`config.mk`:
```
export PLATFORM = sky130hd
export DESIGN_NAME = register_file_mp
export DESIGN_NICKNAME = d
export VERILOG_FILES = /design/src/rtl/register_file_mp.sv
export SDC_FILE = /design/constraint.sdc
export NUM_CORES = 2
export LEC_CHECK = 0
export BUFFER_PORTS_ARGS = -buffer_cell sky130_fd_sc_hd__buf_2
export CAP_MARGIN = 10
export CORE_UTILIZATION = 40
export CTS_CLUSTER_DIAMETER = 120
export DETAILED_ROUTE_END_ITERATION = 10
export PLACE_DENSITY = 0.61
export SETUP_SLACK_MARGIN = 0.2
export SLEW_MARGIN = 20
export SYNTH_ARGS = -nofsm -noshare
export SYNTH_HDL_FRONTEND = slang
export SYNTH_SLANG_ARGS = --single-unit
```
`constraint.sdc`:
```
create_clock -name clk -period 6.3 [get_ports clk]
set_clock_uncertainty 0.05 [all_clocks]
set_input_delay 0.945 -clock clk [delete_from_list [all_inputs] [get_ports clk]]
set_output_delay 0.945 -clock clk [all_outputs]
set_load 0.01 [all_outputs]
```
`src/rtl/register_file_mp.sv`:
```
// register_file_mp: parametrised multi-port register file with a
// per-register pending scoreboard, optional x0 and write-to-read bypass.
// Ports:
//   clk, reset (async, active low)
//   wr_en/wr_addr/wr_data : NWR packed write ports
//   rd_addr/rd_data/rd_busy : NRD packed read ports
//   alloc_en/alloc_addr : mark a destination pending
//   busy : registered pending-bit vector
module register_file_mp #(
  parameter int XLEN     = 32,
  parameter int NREGS    = 32,
  parameter int NRD      = 2,
  parameter int NWR      = 1,
  parameter bit ZERO_REG = 1'b1,
  parameter bit BYPASS   = 1'b1,
  localparam int AW      = $clog2(NREGS)
) (
  input  logic                clk,
  input  logic                reset,
  input  logic [NWR-1:0]      wr_en,
  input  logic [NWR*AW-1:0]   wr_addr,
  input  logic [NWR*XLEN-1:0] wr_data,
  input  logic [NRD*AW-1:0]   rd_addr,
  output logic [NRD*XLEN-1:0] rd_data,
  output logic [NRD-1:0]      rd_busy,
  input  logic                alloc_en,
  input  logic [AW-1:0]       alloc_addr,
  output logic [NREGS-1:0]    busy
);

  logic [XLEN-1:0]  r_regs [NREGS];
  logic [NREGS-1:0] r_pend;
  logic [NREGS-1:0] w_pend_nxt;

  // Register 0 is a constant when ZERO_REG is set.
  function automatic logic f_live(
    input logic [AW-1:0] a
  );
    return !(ZERO_REG && (a == '0));
  endfunction

  // Writes retire their producer; a same-cycle
  // allocation re-arms the bit afterwards.
  always_comb begin
    w_pend_nxt = r_pend;
    for (int k = 0; k < NWR; k++) begin
      if (wr_en[k]) begin
        w_pend_nxt[wr_addr[k*AW +: AW]] = 1'b0;
      end
    end
    if (alloc_en && f_live(alloc_addr)) begin
      w_pend_nxt[alloc_addr] = 1'b1;
    end
    if (ZERO_REG) begin
      w_pend_nxt[0] = 1'b0;
    end
  end

  // Ascending port order: the highest port's
  // non-blocking update lands last and wins.
  always_ff @(posedge clk or negedge reset) begin
    if (!reset) begin
      r_pend <= '0;
      for (int i = 0; i < NREGS; i++) begin
        r_regs[i] <= '0;
      end
    end else begin
      r_pend <= w_pend_nxt;
      for (int k = 0; k < NWR; k++) begin
        if (wr_en[k] &&
            f_live(wr_addr[k*AW +: AW])) begin
          r_regs[wr_addr[k*AW +: AW]] <=
            wr_data[k*XLEN +: XLEN];
        end
      end
    end
  end

  always_comb begin
    rd_data = '0;
    rd_busy = '0;
    for (int j = 0; j < NRD; j++) begin : g_rd
      logic [AW-1:0]   w_a;
      logic [XLEN-1:0] w_d;
      logic            w_b;
      w_a = rd_addr[j*AW +: AW];
      w_d = r_regs[w_a];
      w_b = r_pend[w_a];
      if (BYPASS && reset) begin
        for (int k = 0; k < NWR; k++) begin
          if (wr_en[k] &&
              (wr_addr[k*AW +: AW] == w_a)) begin
            w_d = wr_data[k*XLEN +: XLEN];
            w_b = 1'b0;
          end
        end
      end
      if (!f_live(w_a) || !reset) begin
        w_d = '0;
        w_b = 1'b0;
      end
      rd_data[j*XLEN +: XLEN] = w_d;
      rd_busy[j] = w_b;
    end
  end

  assign busy = r_pend;

endmodule

```
== Word level (Yosys, flattened, before mapping) ==
Index checks and enable logic that the tools add are counted.

* Add/subtract/negate cells: 0
* $mul: 0
* Divide/modulo/power cells: 0
* $lt $le $gt $ge: 10
* Eq/ne operators: 2
* Shift operators: 0
* Mux-type cells: 31
* Bitwise logic cells: 6
* Reduce and logical (&&, ||, !) cells: 16

{| class="wikitable"
|+ Operators with widths
! cell !! number
|-
| $bwmux 1024 || 1
|-
| $mux 32 || 13
|-
| $bmux 32 s5 || 2
|-
| $demux 32 s5 || 1
|-
| $and 32x32->32 || 1
|-
| $not 32->32 || 1
|-
| $or 32x32->32 || 1
|-
| $lt 5x6->1 const B || 4
|-
| $logic_not 5->1 || 4
|-
| $ge 6x6->1 const B || 3
|-
| $not 5->6 || 3
|-
| $bmux 1 s5 || 2
|-
| $demux 1 s5 || 2
|-
| $eq 5x5->1 || 2
|-
| $ge 5x1->1 const B || 2
|-
| $mux 1 || 10
|-
| $logic_and 1x1->1 || 7
|-
| $lt 6x1->1 const B || 1
|-
| $logic_not 1->1 || 3
|-
| $logic_or 1x1->1 || 2
|}

* Bits in registers: 1,055
* Latch bits: 0
* RAM bits: 0
* Bits in read-only memories: 0
* Input port bits: 56
* Output and inout port bits: 98
* Word-level logic and storage cells: 98
* Memories kept: 0

== Logic depth before layout (Yosys ltp) ==
* Depth after elaboration: 9
* Depth in mapped cells: 9
* Mapped depth without buffers: 5

== Worst setup path before layout ==
Ideal clock, no wire load.

* Path type: in2out
* Start: in rd_addr[5]
* End: out rd_data[34]
* Data arrival time: 2.676 ns
* Data required time: 5.305 ns
* Setup slack: 2.629 ns
* Stages on the path: 7
* Cell sequence: buf_2 > buf_2 > buf_2 > mux4_2 > mux2i_1 > a21oi_1 > a221o_1

* Cells in the longest elaborated chain, start to end: 7

{| class="wikitable"
|+ RTL lines
! element !! line !! source
|-
| start: declaration || 23 || <nowiki>input logic [NRD*AW-1:0] rd_addr,</nowiki>
|-
| $not 5->6 (implied by the code) || 87 || <nowiki>w_d = r_regs[w_a];</nowiki>
|-
| $bmux 32 s5 || 87 ||
|-
| $mux 32 (implied by the code) (2 in series) || 87 ||
|-
| $mux 32 || 91 || <nowiki>if (wr_en[k] &&</nowiki>
|-
| $mux 32 || 89 || <nowiki>if (BYPASS && reset) begin</nowiki>
|-
| $mux 32 * || 98 || <nowiki>if (!f_live(w_a) || !reset) begin</nowiki>
|-
| end: declaration || 24 || <nowiki>output logic [NRD*XLEN-1:0] rd_data,</nowiki>
|}

Every way passes the cells marked *; elsewhere a longest branch is shown, timed or not. The select of a mux whose other input is x is not followed.

== Worst setup path after layout ==
* Start: in rd_addr[0]
* End: out rd_data[25]

The elaborated chain is that of the path after synthesis.

==> out/qor.yml <==
outcome:
  outcome: "finished clean"
clock_network:
  htreeDepth: 3
  ctsLongestPathBuffers: 3
  cts_made_buffers: 111
  postCtsSetupRepairBufs: 0
  clock_sinks: 1055
  cts_hold_buf: 0
  clk_pin_slew_worst_paths_ns: 0.06
  clock_tree.root_cell: "clkbuf_16"
  cts_tree: "built"
  clock_latency_ns: 0.73
  ctsResizeCount: 0
drt:
  vias: 37696
  viasPerCell: 6.280
  ant_nets: 0
  wire_per_inst_um: 30.47
  postRouteWirelength_um: 182900
  drcViolationCount: 0
  drt-initial-drc-count: 3431
  drt-pass1-iter-count: 5
sta:
  finalMaxSlewViolations: 0
  fin_ws_ns: 1.432
  finalCriticalPeriod_ns: 4.868
  timing.fmax_ghz: 0.2054
  setup_tns_ns: 0
  worst_slew_pin_slew_ns: 1.226
  setup_violations: 0
  rsz0062_at_grt: "no"
  period_share_pct: 77.27
  max_slew_margin_pct: 18.29
  hold_viol: 0
finish:
  syn2layout_area_growth_pct: 10.69
  seqCellArea_sq_um: 26400
  fillCellCount: 12794
  multi_input_area_sq_um: 29180
  layout.nets: 4066
  drive_gt1_share_pct: 47.38
setup_path:
  crit_path_max_incr_delay_ns: 0.79
  crit_family: "simple AND/OR/NAND/NOR gates"
  worstPathArrival_ns: 3.87
  critPathMaxFanout: 56
  cp_cell_sequence: "buf_8, xnor2_1, nand4_1, or2_1, nor2b_4, buf_4, a221o_1, buf_2"
  path_buf_inv: 3
  cp_data_required_time_ns: 5.30
  start_kind: "input port"
  cp-end-kind: "output port"
  slowest_stage: "nor2b_4"
  worstSetupPathType: "input port to output port"
synth:
  async_flop_share_pct: 100.0
  postSynthCellCount: 4107
  syn-mean-instance-area_sq_um: 13.98
  ys_seq_area_share_pct: 45.97
  synth_edf_count: 0
  netlist_area_sq_um: 57430
  synth_ff_type: "dfrtp_1"
  ys_ff_latch: 1055
  synth.distinct_cells: 45
  syn-num-nets: 4163
  yosys_warnings: 0
die:
  start_util_pct: 40.46
  pin_count: 154
  rows: 138
  fp.coreArea_sq_um: 141900
  die_w_um: 380.9
  die_area_sq_um: 145100
  dieHeight_um: 380.9
global_routing:
  antenna_found_initial: 8
  grt_use_total_pct: 25.03
  grt_start_max_net_pins: 186
  grt_pass1_wl_um: 270200
  grt_pass1_vias: 38474
  overflow: 0
job:
  maxCapViolations: 0
placed_design:
  gp_congestion: 0.8195
  portBuffers: 152
  hpwl_um: 104500
  place_ws_ns: 1.422
pwr:
  leakagePower_nw: 27.55
  p_per_area_nw_per_um2: 313.9
  vdd_drop_max_mv: 0.3426
worst_hold_path:
  hold_class: "input port to async pin"
-- stage by stage --
step	util (%)	std cells	cell area (sq um)	hold WS (ns)	power, mW
2_1_floorplan	-	4107	57430	0.3913	11.94
3_3_place_gp	42.07	5785	59710	0.3283	13.04
3_5_place_dp	42.09	5786	59730	0.3342	13.18
4_1_cts	44.75	5994	63510	0.01492	20.04
5_1_grt	44.78	5999	63560	0.03941	20.79
6_report	44.79	6003	63570	0.03393	19.96
-- cells by family (layout without fill, tap and decap cells) --
family | after synthesis | count (layout) | synth area share [%]
compound gates | 516 | 516 | 6.320
flops | 1055 | 1055 | 45.97
buf+inv | 466 | 464 | 3.641
mux | 1741 | 1741 | 41.04
xor+xnor | 10 | 10 | 0.1525
other cells | 1 | 9 | 0.006530
simple gates | 318 | 318 | 2.869
-- cell type report --
class | instances | area share [%]
diodes | 8 | 0.03149
clock buffers | 163 | 5.184
clock inverters | 45 | 0.7656
inverters | 3 | 0.01771
multi-input cells | 2586 | 45.91
flip-flops and latches | 1055 | 41.53
well taps | 1890 | 3.720
repair buffers | 253 | 2.844
-- placed cells by master (no fill, tap or decap), types with 29 or more instances in the layout --
cell          n
a221o_1      64
o21ai_0      85
dfrtp_1    1055
buf_4        84
a211oi_1     80
nand2_1      87
nor2_1       36
clkbuf_8     29
a221oi_1     52
o22ai_1      60
nor3b_1      36
buf_2       143
mux4_2      383
a21oi_1      84
mux2i_1     278
mux2_2     1072
a22oi_1      64
clkinv_2     29
clkbuf_16   113
nor2b_1      74
-- layer usage --
layer  part of all wire [%]  up-vias  wire length [um]  GRT usage [%]
li1                       -    15575                 -              -
met1                     42    20421             76620          33.59
met2                     48     1324             88300          40.85
met3                    5.6      374             10240          3.469
met4                    4.2        2              7721          10.10
met5                 0.0071        -                13              0
-- cell usage after synthesis, drive strengths merged (7+ instances only) --
library cell     n  area, sq um
mux4           383         8626
dfrtp         1055        26400
nor2b           79        494.2
mux2i          278         2783
mux2          1080        12160
nor2            55        216.5
a22oi           64        480.5
a211oi          80        600.6
nand2          103        386.6
a21oi           84        420.4
nor3            10        50.05
xnor2           10        87.58
nor3b           38        285.3
a22o            16        140.1
clkbuf         236        894.6
nand3b           7        52.55
a221oi          52        455.4
o21ai           85        425.4
a221o           64        640.6
buf            227         1185
o22ai           60        375.4
-- worst paths after layout --
check                                   from      endpoint  slack [ns]  cells past startpoint
worst min register to register  r_regs[1003]  r_regs[1003]        0.35                      0
max in group asynchronous              reset   r_regs[683]        3.32                      4
worst min-delay path                   reset       busy[8]        0.03                      1
worst max register to register   r_regs[357]   r_regs[357]        5.45                      1
worst max-delay path              rd_addr[0]   rd_data[25]        1.43                      8
min in group clk                r_regs[1003]  r_regs[1003]        0.35                      0
-- power by group --
| part | internal [mW] | switching [mW] | total (mW) |
|---|---|---|---|
| Clock | 3.98 | 2.87 | 6.85 |
| Sequential | 8.08 | 0.957 | 9.03 |
| Combinational | 2.37 | 1.71 | 4.08 |
| Total | 14.4 | 5.53 | 20.0 |
-- state kept, by name (all words and copies together), names as in the netlist --
signal	flops
r_regs	1024
busy	31
No activity file was read; power rests on OpenSTA's default activity.
